[src/rtl/gpio_pkg.sv]
// Shared defaults and pad drive encoding for the GPIO pad bank.
package gpio_pkg;

    localparam int GPIO_WIDTH       = 32;
    localparam int GPIO_SYNC_STAGES = 2;
    localparam int GPIO_FILTER_BITS = 4;

    typedef enum logic {
        PIN_PUSH_PULL  = 1'b0,
        PIN_OPEN_DRAIN = 1'b1
    } pin_mode_e;

    // One pin's IOBUF controls; t = 1 releases the pad to hi-Z.
    typedef struct packed {
        logic o;
        logic t;
    } pad_drive_t;

    // Open-drain pins only ever pull low; a written 1 releases the pad.
    function automatic pad_drive_t pad_drive(pin_mode_e mode, logic we, logic wr);
        pad_drive_t d;
        if (mode == PIN_OPEN_DRAIN) begin
            d.o = 1'b0;
            d.t = ~(we & ~wr);
        end else begin
            d.o = wr;
            d.t = ~we;
        end
        return d;
    endfunction

endpackage

[src/rtl/gpio_pin_filter.sv]
// One pin of input path: synchroniser chain, glitch-filter counter, stable level.
module gpio_pin_filter
    import gpio_pkg::*;
#(
    parameter int SYNC_STAGES = GPIO_SYNC_STAGES,
    parameter int FILTER_BITS = GPIO_FILTER_BITS
) (
    input  logic                   i_clk,
    input  logic                   i_rst,
    input  logic                   i_pad,
    input  logic                   i_bypass,
    input  logic                   i_filt_en,
    input  logic [FILTER_BITS-1:0] i_filt_len,
    output logic                   o_sync,
    output logic                   o_stable
);

    logic [SYNC_STAGES-1:0] r_sync;
    logic [FILTER_BITS-1:0] r_cnt;
    logic                   r_stable;
    logic                   w_s;

    assign w_s      = r_sync[SYNC_STAGES-1];
    assign o_sync   = w_s;
    assign o_stable = r_stable;

    // Metastability chain: pad level shifts in at bit 0.
    always_ff @(posedge i_clk) begin
        if (i_rst) r_sync <= '0;
        else       r_sync <= {r_sync[SYNC_STAGES-2:0], i_pad};
    end

    // Accept a new level only after it has differed for filt_len+1 cycles in a row.
    // Using >= lets a shortened filt_len take effect on the next differing cycle
    // without the counter ever wrapping.
    always_ff @(posedge i_clk) begin
        if (i_rst) begin
            r_stable <= 1'b0;
            r_cnt    <= '0;
        end else if (i_bypass || !i_filt_en) begin
            r_stable <= w_s;
            r_cnt    <= '0;
        end else if (w_s == r_stable) begin
            r_cnt    <= '0;
        end else if (r_cnt >= i_filt_len) begin
            r_stable <= w_s;
            r_cnt    <= '0;
        end else begin
            r_cnt    <= r_cnt + 1'b1;
        end
    end

endmodule

[src/rtl/gpio_pad_bank.sv]
// GPIO pad-side bank: registered tristate drive, filtered inputs, edge interrupts.
module gpio_pad_bank
    import gpio_pkg::*;
#(
    parameter int WIDTH       = GPIO_WIDTH,
    parameter int SYNC_STAGES = GPIO_SYNC_STAGES,
    parameter int FILTER_BITS = GPIO_FILTER_BITS
) (
    input  logic                   io_clock,
    input  logic                   io_reset,
    input  logic [WIDTH-1:0]       pad_i,
    output logic [WIDTH-1:0]       pad_o,
    output logic [WIDTH-1:0]       pad_t,
    input  logic [WIDTH-1:0]       pins_write,
    input  logic [WIDTH-1:0]       pins_writeEnable,
    output logic [WIDTH-1:0]       pins_read,
    input  logic [WIDTH-1:0]       cfg_openDrain,
    input  logic [WIDTH-1:0]       cfg_filtEn,
    input  logic [FILTER_BITS-1:0] cfg_filtLen,
    input  logic [WIDTH-1:0]       cfg_riseEn,
    input  logic [WIDTH-1:0]       cfg_fallEn,
    input  logic [WIDTH-1:0]       irq_clear,
    output logic [WIDTH-1:0]       irq_pending,
    output logic                   irq
);

    localparam int                   WARM_CYCLES = SYNC_STAGES + 1;
    localparam int                   WARM_BITS   = $clog2(WARM_CYCLES + 1);
    localparam logic [WARM_BITS-1:0] WARM_LAST   = WARM_BITS'(WARM_CYCLES);

    logic [WARM_BITS-1:0] r_warm_cnt;
    logic                 w_warm;
    logic [WIDTH-1:0]     w_sync, w_stable, w_rise, w_fall;
    logic [WIDTH-1:0]     r_prev, r_pending;
    logic [WIDTH-1:0]     r_pad_o, r_pad_t, w_pad_o_nxt, w_pad_t_nxt;

    assign w_warm      = (r_warm_cnt != WARM_LAST);
    assign w_rise      = w_stable & ~r_prev;
    assign w_fall      = ~w_stable & r_prev;
    assign pad_o       = r_pad_o;
    assign pad_t       = r_pad_t;
    assign pins_read   = w_stable;
    assign irq_pending = r_pending;
    assign irq         = |r_pending;

    genvar gi;
    generate
        for (gi = 0; gi < WIDTH; gi++) begin : g_pin
            gpio_pin_filter #(
                .SYNC_STAGES (SYNC_STAGES),
                .FILTER_BITS (FILTER_BITS)
            ) u_filt (
                .i_clk      (io_clock),
                .i_rst      (io_reset),
                .i_pad      (pad_i[gi]),
                .i_bypass   (w_warm),
                .i_filt_en  (cfg_filtEn[gi]),
                .i_filt_len (cfg_filtLen),
                .o_sync     (w_sync[gi]),
                .o_stable   (w_stable[gi])
            );
        end
    endgenerate

    // Per-pin pad drive decoded from SoC request and pin mode.
    always_comb begin
        w_pad_o_nxt = '0;
        w_pad_t_nxt = '1;
        for (int i = 0; i < WIDTH; i++) begin
            {w_pad_o_nxt[i], w_pad_t_nxt[i]} =
                pad_drive(pin_mode_e'(cfg_openDrain[i]), pins_writeEnable[i], pins_write[i]);
        end
    end

    // Output registers; reset releases every pad to hi-Z.
    always_ff @(posedge io_clock) begin
        if (io_reset) begin
            r_pad_o <= '0;
            r_pad_t <= '1;
        end else begin
            r_pad_o <= w_pad_o_nxt;
            r_pad_t <= w_pad_t_nxt;
        end
    end

    // Warm-up window after reset release while the sync chain fills.
    always_ff @(posedge io_clock) begin
        if (io_reset)    r_warm_cnt <= '0;
        else if (w_warm) r_warm_cnt <= r_warm_cnt + 1'b1;
    end

    // Edge history and sticky pending flags; a set beats a same-cycle clear.
    // During warm-up prev follows the value stable is being loaded with, so a
    // pin idling high does not look like a rising edge once warm-up ends.
    always_ff @(posedge io_clock) begin
        if (io_reset) begin
            r_prev    <= '0;
            r_pending <= '0;
        end else if (w_warm) begin
            r_prev    <= w_sync;
            r_pending <= r_pending & ~irq_clear;
        end else begin
            r_prev    <= w_stable;
            r_pending <= (r_pending & ~irq_clear) | (w_rise & cfg_riseEn) | (w_fall & cfg_fallEn);
        end
    end

endmodule

[config.mk]
export PLATFORM = sky130hd
export DESIGN_NAME = gpio_pad_bank
export DESIGN_NICKNAME = d
export VERILOG_FILES = /design/src/rtl/gpio_pkg.sv /design/src/rtl/gpio_pin_filter.sv /design/src/rtl/gpio_pad_bank.sv
export SDC_FILE = /design/constraint.sdc
export NUM_CORES = 1
export LEC_CHECK = 0
export ABC_AREA = 1
export ABC_CLOCK_PERIOD_IN_PS = 4100
export CAP_MARGIN = 20
export CORE_ASPECT_RATIO = 0.75
export CORE_MARGIN = 2
export CORE_UTILIZATION = 45
export DETAILED_ROUTE_END_ITERATION = 12
export MAX_ROUTING_LAYER = met4
export PLACE_DENSITY = 0.74
export SLEW_MARGIN = 20
export SYNTH_ARGS = -nofsm -noshare
export SYNTH_HDL_FRONTEND = slang
export SYNTH_SLANG_ARGS = --single-unit
export TNS_END_PERCENT = 10
[constraint.sdc]
create_clock -name io_clock -period 4.1 [get_ports io_clock]
set_input_delay 0.41 -clock io_clock [delete_from_list [all_inputs] [get_ports io_clock]]
set_output_delay 0.41 -clock io_clock [all_outputs]
set_load 0.01 [all_outputs]
Word level (Yosys, flattened, before mapping)

Cells that the tools add are included.

Input port bits: 262
Register bits: 354
Output and inout port bits: 129
Word-level logic and storage cells: 723

Bitwise operators: 138
Equality and inequality tests: 65
Reduce and logical (&&, ||, !) cells: 193
Magnitude comparators: 32
Add/subtract/negate cells: 33
Multiplexer cells: 130

Operators by type and width:

| kind                                                                    | count |
|---|---|
| 32-bit AND                                                              | 5 |
| 4-bit by 1-bit adder with 4-bit output, second input constant           | 32 |
| 4-bit greater-or-equal comparator                                       | 32 |
| 1-bit 2-to-1 mux                                                        | 128 |
| 4-bit OR reduction                                                      | 32 |
| 1-bit inverter                                                          | 96 |
| 32-bit inverter                                                         | 3 |
| 32-bit 2-to-1 mux                                                       | 2 |
| 2-bit by 1-bit inequality test with 1-bit output, second input constant | 32 |
| 32-bit bitwise OR                                                       | 2 |
| 2-bit AND reduction                                                     | 32 |
| 2-bit nonzero test                                                      | 32 |
| 2-bit OR reduction                                                      | 32 |
| 1-bit AND                                                               | 32 |
| 1-bit equality test                                                     | 32 |
| 1-bit zero test                                                         | 32 |
| 1-bit logical OR                                                        | 32 |
| 32-bit OR reduction                                                     | 1 |
| 2-bit by 1-bit adder with 2-bit output, second input constant           | 1 |
| 2-bit inequality test, second input constant                            | 1 |

Longest topological paths before layout

Depth in word-level cells: 6
Depth in mapped cells: 10
Depth with buffers taken out: 10

Modules after synthesis

Synthesis repeated with hierarchy kept, for this count alone.

Cells, all modules: 2187
Area, all modules: 17202.7 sq um

Modules (own cells, without submodules):

| module                                 | area an instance (sq um) | times used | cells an instance | seq. area each (sq um) |
|---|---|---|---|---|
| gpio_pin_filter at g_pin[0].u_filt ... | 379.1                    | 25         | 48                | 140.1 |
| gpio_pad_bank                          | 5097.4                   | 1          | 644               | 2602.5 |
| gpio_pin_filter at g_pin[3].u_filt ... | 375.4                    | 7          | 49                | 140.1 |

Worst setup path after synthesis

No wires, ideal clock.

Path type: in2reg
Start: input cfg_filtLen[3]
End: register g_pin[4].u_filt.r_cnt[0]
Path buffers: 0
Arrival: 1.973 ns
Slack: 2.060 ns
Library setup time: 0.067 ns
Stages on the path: 6
Required time: 4.033 ns
Cell sequence: inv_1 -> ha_1 -> nand2_1 -> nor3b_1 -> nand4_1 -> nor2_1

Word-level cells in the longest chain between the ends: 2

RTL lines:

| what                              | RTL line              | source |
|---|---|---|
| from (decl)                       | gpio_pad_bank.sv:19   | `input logic [FILTER_BITS-1:0] cfg_filtLen,` |
| 4-bit greater-or-equal comparator | gpio_pin_filter.sv:45 | `end else if (r_cnt >= i_filt_len) begin` |
| 4-bit OR reduction (no line)      | -                     |  |
| to (signal assigned)              | gpio_pin_filter.sv:49 | `r_cnt <= r_cnt + 1'b1;` |
| to (decl)                         | gpio_pin_filter.sv:19 | `logic [FILTER_BITS-1:0] r_cnt;` |

Every way passes these cells.
A chain may end at the register's enable or synchronous reset.

Final worst setup path

Start: register r_pending[5] (netlist: irq_pending[5])
End: output irq

Word-level cells in the longest chain between the ends: 1

RTL lines:

| what                   | RTL line             | source |
|---|---|---|
| from (decl)            | gpio_pad_bank.sv:34  | `logic [WIDTH-1:0] r_prev, r_pending;` |
| from (signal assigned) | gpio_pad_bank.sv:101 | `r_pending <= r_pending & ~irq_clear;` |
| from (signal assigned) | gpio_pad_bank.sv:104 | `r_pending <= (r_pending & ~irq_clear) \| (w_rise & cfg_riseEn) \| (w_fall & cfg_fallEn);` |
| 32-bit OR reduction    | gpio_pad_bank.sv:44  | `assign irq = \|r_pending;` |
| to (decl)              | gpio_pad_bank.sv:24  | `output logic irq` |

Every way passes these cells.

==> flow_metrics.env <==
export IMPL_status="complete, no violations"
export IMPL_holdPathEnd="g_pin[5].u_filt.r_sync[1]$_SDFF_PP0_"
export IMPL_synth_area_top_cells="dfxtp_1, ha_1, nand2_1"
export IMPL_synth_edf_count=0
export IMPL_cts_sinks=354
export IMPL_htreeDepth=2
export IMPL_slew_headroom_pct=32.36
export IMPL_min_path_cells=2
export IMPL_cp_end_kind="primary output"
export IMPL_grt_use_total_pct=23.08
export IMPL_die_x_um=223.2
export IMPL_grt_start_max_net_pins=85
export IMPL_drt_initial_drc_count=494
export IMPL_synth_most_common_cell="nand2_1"
export IMPL_ioPinCount=391
export IMPL_rows=60
export IMPL_syn_inst=2032
export IMPL_r2r_cells=6
export IMPL_insertion_delay_ps=540
export IMPL_netlist_area_sq_um=16210
export IMPL_drc=0
export IMPL_r2r_slack_ps=1820
export IMPL_ant_nets=0
export IMPL_cts_root_buf="clkbuf_16"
export IMPL_grt_pass1_wl_um=67280
export IMPL_cp_num_cells=5
export IMPL_ys_warn_count=0
export IMPL_hold_viol=0
export IMPL_place_area_sq_um=20320
export IMPL_rr_startpoint="r_warm_cnt[0]$_SDFFE_PP0P_"
export IMPL_drive_gt1_share_pct=3.840
export IMPL_tritoncts="done"
export IMPL_synth_async_reset_ratio_pct=0
export IMPL_ys_flop_type="dfxtp_1"
export IMPL_path_max_fanout=3
export IMPL_antenna_found_initial=7
export IMPL_critPathRequiredTime_ps=3690
export IMPL_cp_top_family="simple AND/OR/NAND/NOR gates"
export IMPL_cts_hold_buf=0
export IMPL_syn_area_per_cell_sq_um=7.978
export IMPL_worst_pin_slew_ps=1015
export IMPL_start_util_pct=45.46
export IMPL_yosysTopAreaCellShare_pct=43.72
export IMPL_irDropWorstVdd_v=0.0002349
export IMPL_slowest_stage="clkdlybuf4s50_1"
export IMPL_drtPass1Iterations=5
export IMPL_final_area_sq_um=21570
export IMPL_core_area_sq_um=35660
export IMPL_cp_start_kind="register"
export IMPL_finalSetupViolCount=0
export IMPL_nets=2816
export IMPL_ys_ff_latch=354
export IMPL_power_density_nw_per_um2=367.2
export IMPL_grt_ovfl_total=0
export IMPL_critical_path_class="reg -> out"
export IMPL_viasPerCell=4.768
export IMPL_final_period_utilization_pct=66.94
export IMPL_fmax_mhz=364.4
export IMPL_finClkSkew_ps=16.76
export IMPL_rsz0062_at_grt="no"
export IMPL_setup_tns_final_ps=0
export IMPL_die_h_um=168.4
export IMPL_path_cells="nor2_1 -> nand4_1 -> nor3_1 -> nand2_1 -> clkdlybuf4s50_1"
export IMPL_crit_path_max_incr_delay_ps=510
export IMPL_vias=13800
export IMPL_postSynthNetCount=2455
export IMPL_synth_top_area_cell="dfxtp_1"
export IMPL_dp_cells=2818
export IMPL_seq_area_frac_synth_pct=43.72
export IMPL_hold_class="in -> reg"
export IMPL_rr_endpoint="g_pin[6].u_filt.r_cnt[1]$_SDFF_PP0_"
export IMPL_ctsResizeCount=0
export IMPL_die_area_sq_um=37570
export IMPL_routabilityCongestion=0.8190
export IMPL_hpwl_um=31260
export IMPL_cts_buffers_inserted=38
export IMPL_slew_violations=0
export IMPL_avgRoutedWirePerCell_um=14.75
export IMPL_port_buffers=390
export IMPL_syn2layout_area_growth_pct=33.07
export IMPL_critical_path_buf_inv_count=1
export IMPL_clock_path_buffers=3
export IMPL_design_power_total_uw=7920
export IMPL_min_from="io_reset"
export IMPL_max_cap_violations=0
export IMPL_period_minus_slack_ps=2745
export IMPL_clkTransAtPathRegs_ps=60
export IMPL_grt_pass1_vias=13680
export IMPL_cts_setup_buffers=0
export IMPL_wirelength_um=42670
export IMPL_p_leak_uw=0.009584
export IMPL_synthDistinctLibCells=21
export IMPL_synth_common_cells="nand2_1, dfxtp_1, inv_1, nor2_1, ha_1"
export IMPL_finalNonFillerCells=2893
export IMPL_cp_data_arrival_time_ps=2330
==> cells in the final DEF, fill, tap and decap left out, drive strengths merged <==
master and n:
nand2 419, clkdlybuf4s50 388, dfxtp 354, inv 313
nor2 253, ha 161, nand3 112, a21oi 100
nor3b 63, xor2 61, clkbuf 57, o21ai 37
nand4 33, xnor2 32, o22ai 19, clkinv 8
buf 7, diode 6, nor3 2, clkinvlp 2
bufinv 1
==> flip-flops by register name, indices dropped and copies added (netlist names) <==
name                   cells
r_warm_cnt                 2
g_pin.u_filt.r_cnt       128
g_pin.u_filt.o_stable     32
pad_t                     32
g_pin.u_filt.r_sync       64
pad_o                     32
irq_pending               32
r_prev                    32
==> final cells by class <==
class | count | area (sq um)
antenna | 6 | 15.01
clock buffer | 57 | 1146
clock inverter | 12 | 93.84
fill | 3048 | 14090
inverter | 312 | 1174
multi-input combinational | 1292 | 7528
sequential | 354 | 7087
tap | 465 | 581.8
timing repair buffer | 395 | 3946
==> cell families after synthesis <==
| group | after synthesis | synth area share [%] |
|---|---|---|
| XOR/XNOR | 93 | 5.025 |
| AO/OA/AOI/OAI | 156 | 4.963 |
| flip-flops | 354 | 43.72 |
| AND/OR/NAND/NOR | 882 | 23.95 |
| adder cells (fa/ha/maj) | 161 | 12.43 |
| buffers and inverters | 386 | 9.918 |
==> where the power goes <==
part | switching [uW] | total, uW | internal (uW)
sequential | 67.0 | 3620 | 3550
clock | 1390 | 3390 | 2000
combinational | 430 | 907 | 477
total | 1890 | 7920 | 6030
==> per-layer routing <==
layer | up-vias | track usage [%] | wire, um
li1 | 7105 | - | -
met1 | 6319 | 26.58 | 18320
met2 | 306 | 40.05 | 20960
met3 | 65 | 5.340 | 2490
met4 | 0 | 6.974 | 905
met5 | - | - | 0
==> stage by stage <==
stage               utilization, %  hold WS [ps]  setup slack (ps)
global route                 60.49         343.3              1258
finish                       60.49         350.6              1355
CTS                          60.45         328.3              1285
detailed placement           56.98         392.0              1264
floorplan                        -         388.3              2060
global placement             56.98         389.7              1354
==> worst max-delay path by stage <==
stage	from	slack, ps	to
final	irq_pending[5]$_SDFF_PP0_	1360	irq
after global routing	irq_pending[5]$_SDFF_PP0_	1260	irq
after CTS	irq_pending[5]$_SDFF_PP0_	1280	irq
after detailed placement	cfg_filtLen[3]	1260	g_pin[6].u_filt.r_cnt[1]$_SDFF_PP0_
after global placement	cfg_filtLen[3]	1350	g_pin[6].u_filt.r_cnt[0]$_SDFF_PP0_
after floorplan	cfg_filtLen[3]	2060	g_pin[4].u_filt.r_cnt[0]$_SDFF_PP0_
Note: power is estimated with default switching activity, not from simulation.
